<file path="src/rtl/run_sequencer.sv">
// Run-control sequencer: DDR reset, settle, event-path reset, open wait,
// running, drain, with sticky error handling and a completed-run counter.
module run_sequencer #(
    parameter int unsigned DDR_RST_CYCLES  = 16,
    parameter int unsigned DDR_WAIT_CYCLES = 64,
    parameter int unsigned OPEN_TIMEOUT    = 1024,
    parameter int unsigned DRAIN_TIMEOUT   = 4096
) (
    input  logic        wb_clk_i,
    input  logic        rst_ni,
    input  logic        start_i,
    input  logic        stop_i,
    input  logic        clear_err_i,
    input  logic        event_open_i,
    input  logic        pending_i,
    output logic        ddr_reset_o,
    output logic        event_force_reset_o,
    output logic        trigger_running_o,
    output logic        seq_err_o,
    output logic [2:0]  state_o,
    output logic [15:0] run_count_o
);

    typedef enum logic [2:0] {
        S_IDLE      = 3'd0,
        S_DDR_RST   = 3'd1,
        S_DDR_WAIT  = 3'd2,
        S_EVT_RST   = 3'd3,
        S_OPEN_WAIT = 3'd4,
        S_RUNNING   = 3'd5,
        S_DRAIN     = 3'd6,
        S_ERROR     = 3'd7
    } state_t;

    localparam logic [15:0] DDR_RST_LOAD  = 16'(DDR_RST_CYCLES - 1);
    localparam logic [15:0] DDR_WAIT_LOAD = 16'(DDR_WAIT_CYCLES - 1);
    localparam logic [15:0] EVT_RST_LOAD  = 16'd3;
    localparam logic [15:0] OPEN_LOAD     = 16'(OPEN_TIMEOUT - 1);
    localparam logic [15:0] DRAIN_LOAD    = 16'(DRAIN_TIMEOUT - 1);

    state_t      state_q, state_d;
    logic [15:0] cnt_q, cnt_d;
    logic [15:0] run_count_q, run_count_d;
    logic        ddr_reset_q, ddr_reset_d;
    logic        evt_rst_q, evt_rst_d;
    logic        trig_q, trig_d;
    logic        err_q, err_d;
    logic        expired;

    // Counter holds "cycles remaining minus one", so zero means this is the last cycle.
    function automatic logic [15:0] load_value(input state_t s);
        case (s)
            S_DDR_RST:   load_value = DDR_RST_LOAD;
            S_DDR_WAIT:  load_value = DDR_WAIT_LOAD;
            S_EVT_RST:   load_value = EVT_RST_LOAD;
            S_OPEN_WAIT: load_value = OPEN_LOAD;
            S_DRAIN:     load_value = DRAIN_LOAD;
            default:     load_value = 16'd0;
        endcase
    endfunction

    always_comb begin
        state_d     = state_q;
        run_count_d = run_count_q;
        expired     = (cnt_q == 16'd0);
        case (state_q)
            S_IDLE: begin
                if (start_i && !stop_i) state_d = S_DDR_RST;
            end
            S_DDR_RST: begin
                if (stop_i)       state_d = S_IDLE;
                else if (expired) state_d = S_DDR_WAIT;
            end
            S_DDR_WAIT: begin
                if (stop_i)       state_d = S_IDLE;
                else if (expired) state_d = S_EVT_RST;
            end
            S_EVT_RST: begin
                if (stop_i)       state_d = S_IDLE;
                else if (expired) state_d = S_OPEN_WAIT;
            end
            S_OPEN_WAIT: begin
                if (stop_i)            state_d = S_IDLE;
                else if (event_open_i) state_d = S_RUNNING;
                else if (expired)      state_d = S_ERROR;
            end
            S_RUNNING: begin
                // Losing the event path outranks a simultaneous stop.
                if (!event_open_i) state_d = S_ERROR;
                else if (stop_i)   state_d = S_DRAIN;
            end
            S_DRAIN: begin
                if (!pending_i) begin
                    state_d     = S_IDLE;
                    run_count_d = run_count_q + 16'd1;
                end else if (expired) begin
                    state_d = S_ERROR;
                end
            end
            S_ERROR: begin
                if (clear_err_i) state_d = S_IDLE;
            end
            default: state_d = S_IDLE;
        endcase

        if (state_d != state_q)  cnt_d = load_value(state_d);
        else if (!expired)       cnt_d = cnt_q - 16'd1;
        else                     cnt_d = cnt_q;

        // Outputs decode the next state so they flip on the same edge as state.
        ddr_reset_d = (state_d == S_DDR_RST);
        evt_rst_d   = (state_d == S_EVT_RST) || (state_d == S_ERROR);
        trig_d      = (state_d == S_RUNNING);
        err_d       = (state_d == S_ERROR);
    end

    always_ff @(posedge wb_clk_i or negedge rst_ni) begin
        if (!rst_ni) begin
            state_q     <= S_IDLE;
            cnt_q       <= 16'd0;
            run_count_q <= 16'd0;
            ddr_reset_q <= 1'b0;
            evt_rst_q   <= 1'b0;
            trig_q      <= 1'b0;
            err_q       <= 1'b0;
        end else begin
            state_q     <= state_d;
            cnt_q       <= cnt_d;
            run_count_q <= run_count_d;
            ddr_reset_q <= ddr_reset_d;
            evt_rst_q   <= evt_rst_d;
            trig_q      <= trig_d;
            err_q       <= err_d;
        end
    end

    assign ddr_reset_o         = ddr_reset_q;
    assign event_force_reset_o = evt_rst_q;
    assign trigger_running_o   = trig_q;
    assign seq_err_o           = err_q;
    assign state_o             = state_q;
    assign run_count_o         = run_count_q;

endmodule

</file>
<file path="config.mk">
export PLATFORM = sky130hd
export DESIGN_NAME = run_sequencer
export DESIGN_NICKNAME = d
export VERILOG_FILES = /design/src/rtl/run_sequencer.sv
export SDC_FILE = /design/constraint.sdc
export NUM_CORES = 1
export LEC_CHECK = 0
export BUFFER_PORTS_ARGS = -buffer_cell sky130_fd_sc_hd__buf_2
export CORE_MARGIN = 10
export CORE_UTILIZATION = 30
export DETAILED_ROUTE_END_ITERATION = 10
export SYNTH_ARGS = -nofsm -noshare
export SYNTH_HDL_FRONTEND = slang
export SYNTH_SLANG_ARGS = --single-unit
export TNS_END_PERCENT = 50
</file>
<file path="constraint.sdc">
create_clock -name wb_clk_i -period 6.75 [get_ports wb_clk_i]
set_clock_uncertainty 0.2 [all_clocks]
set_input_delay 1.6875 -clock wb_clk_i [delete_from_list [all_inputs] [get_ports wb_clk_i]]
set_output_delay 1.6875 -clock wb_clk_i [all_outputs]
set_load 0.01 [all_outputs]
</file>
==> results.md <==
- CP Launch Point: stop_i
- Final period util: 57.0%
- Status: complete, no violations
- Worst Setup EP: cnt_q[10]
- Mapped Nets: 231
- Most common cell after layout, fill and taps aside: dfrtp_1
- Vias in the first global route: 1652
- CP max-delay cell: a21oi_4
- Seq. cell area: 976 um2
- Critical path buffers and inverters: 1
- Clock slew at reported path FFs: 0.08 ns
- Drt wl/cell: 13.2 um
- Min Clock Period, post-route: 3.85 ns
- Die area: 11200 um2
- Sequential element share of the synthesized area: 44.0%
- Core area: 7210 um2
- Setup violations, final: 0
- Hold_ws: 0.265 ns
- Final net count: 257
- Starting Density: 30.8%
- Area grow syn2layout: 14.7%
- Power Density: 342 nW/um2
- RSZ-0062 raised after global routing: no
- I/O pins: 30
- CP arrival: 3.83 ns
- Gpl congestion: 0.780
- Fill count: roughly 760
- WL final: 4580 um
- H-tree level count: 2
- Number of synthesis warnings: 0
- Gr ovfl total: 0
- Reg2Reg Depth: 9
- GRT Total Usage: 8.78%
- Worst Setup Start Kind: input port
- Most frequent cells in the layout: dfrtp_1, buf_2, nand2_1
- Synth cell types: 50
- CTS Buffer Depth: 2
- Worst R2R End: cnt_q[10]
- Slew Viols, Final: 0
- Crit-path leading delay family: compound AO/OA/AOI/OAI gates
- Final hold vios: 0
- Drt initial violations: 62
- Lkg Pwr: about 1.3 nW
- Router iterations before antenna repair: 4
- Crit-path max cell delay: 0.49 ns
- Post-CTS Setup Bufs: 0
- CP Class: in -> reg
- Seq cells post-synth: 39
- Row count: 31
- Clock Tree Root: clkbuf_8
- # diodes: 0
- DRC: 0
- Final setup TNS: 0 ns
- F_max: about 260 MHz
- Global-route wire length before repair: 8210 um
- Cell count along the critical path: 8
- Netlist Area Pre-Place: roughly 2200 um2
- Worst Path Required: 6.73 ns
- Die extent in y: 106 um
- Antenna Nets Post-Route: 0
- DIE WIDTH: 106 um
- Asr flop ratio synth: 100%
- Crit. End Element: register
- Multi-input logic area: 1150 um2
- Post-DP HPWL: between 3000 and 4000 um
- Worst slew pin tran: 0.854 ns
- Maximum VDD drop: between 0.1 and 0.15 mV
- R2R Setup Slk: 3.16 ns
- Num Clock Sinks: 39
- Hold WC Path Type: reg -> reg
- CTS tree: yes
- DR vias/cell: 4.76
- TritonCTS Buffers: 5
- Max-cap violations: 0
- DR vias: around 1700
- Clk_lat worst skew: 0.29 ns
- Syn Area/Cell: 10.0 um2
- Port bufs: 29
- CP max FO: 16
- Most used flip-flop cell after synthesis: dfrtp_1
- Critical R2R Launch: cnt_q[0]
- Rel. slew slack: 43.1%
- Gate Count Post-Synth: 222
- EDFF count, synth: 0
- Post-CTS Hold Buffers: 0
- Share of post-route cells with drive strength above 1: 20.1%
- Post-cts sizing count: 0
- Largest net degree at the start of global routing: 40
- Cell Chain, Critical Path: buf_2, or3_1, a211o_1, o211ai_2, nor2_1, mux2_4, a21oi_4, mux2_2
- Initial antenna violation count: 0
==> cell type report <==
class	count	share of cell area, %
multi-input combinational	164	45.2
sequential	39	38.3
timing repair buffer	29	5.70
tap	99	4.86
clock buffer	6	3.24
clock inverter	2	1.38
inverter	9	1.33
==> worst min path at each step <==
stage / from / endpoint / depth (start not counted)
after detailed placement: run_count_o[15] / run_count_o[15] / 1
after CTS: run_count_o[15] / run_count_o[15] / 1
after floorplan: run_count_o[15] / run_count_o[15] / 1
after global placement: run_count_o[15] / run_count_o[15] / 1
after global routing: run_count_o[15] / run_count_o[15] / 1
final: run_count_o[15] / run_count_o[15] / 1
==> per-stage QoR <==
step | worst slack [ns] | utilization [%] | power, W | cells | instance area (um2)
final | 2.90 | 35.3 | 0.000872 | 348 | 2550
after global routing | 2.79 | 35.3 | 0.000945 | 348 | 2550
after CTS | 2.89 | 35.3 | 0.000880 | 348 | 2550
after detailed placement | 2.58 | 33.7 | 0.000678 | 340 | 2430
after global placement | 2.60 | 33.7 | 0.000670 | 340 | 2430
after floorplan | 3.08 | - | 0.000620 | 222 | 2220
==> flip-flops by register name (all words and copies together) (netlist names) <==
name                 flops
cnt_q                   16
ddr_reset_o              1
event_force_reset_o      1
run_count_o             16
seq_err_o                1
state_o                  3
trigger_running_o        1
==> per-layer routing <==
metal / vias to the layer above / GRT usage [%] / wire length [um]
li1: 823 / - / -
met1: 802 / 11.4 / 2290
met2: 28 / 13.0 / 2010
met3: 4 / 1.93 / 197
met4: 0 / 5.32 / 81
met5: - / 0 / 0
==> power by group <==
| part | switching (W) | internal, W | leakage [nW] |
|---|---|---|---|
| sequential | 0.0000571 | 0.000272 | 0.531 |
| clock | 0.0000811 | 0.000120 | 0.0612 |
| combinational | 0.000183 | 0.000159 | 0.733 |
==> Yosys cell counts (2+ instances only) <==
cell / n / share of area, %
and3_1: 6 / 1.7
nor2_1: 17 / 2.9
o21ai_0: 7 / 1.6
nand4_1: 4 / 1.1
or4_1: 2 / 0.68
a21oi_1: 6 / 1.4
nor3_1: 5 / 1.1
nand2b_1: 2 / 0.56
xnor2_1: 13 / 5.1
or3_1: 4 / 1.1
nand3_1: 7 / 1.6
buf_2: 6 / 1.4
nand2_1: 19 / 3.2
dfrtp_1: 39 / 44
nor4_1: 4 / 1.1
inv_1: 9 / 1.5
and4_1: 2 / 0.79
mux2i_1: 10 / 4.5
xor2_1: 15 / 5.9
a211oi_1: 2 / 0.68
and2_1: 6 / 1.7
mux2_1: 2 / 1.0
clkbuf_1: 2 / 0.34
ha_1: 2 / 1.1
mux2_2: 3 / 1.5
buf_6: 2 / 1.0
or2_2: 2 / 0.56
nor2b_1: 2 / 0.56
==> worst register-to-register path: cells and delay by family, from the launching register on <==
kind	cells	cell delay, ns
AOI/OAI and AO/OA	2	0.66
adders and majority gates	1	0.21
buffers and inverters	1	0.10
muxes	1	0.40
and+or+nand+nor	4	1.50
DFF	1	0.41
==> kinds of logic after synthesis <==
group / Yosys count / synth area share [%]
AND/OR/NAND/NOR: 89 / 22.3
flip-flops: 39 / 44.0
AO/OA/AOI/OAI: 29 / 9.64
XOR/XNOR: 28 / 11.0
buffers and inverters: 19 / 4.23
multiplexers: 16 / 7.72
adder cells (fa/ha/maj): 2 / 1.13
Power figures use the tool's default switching activity.
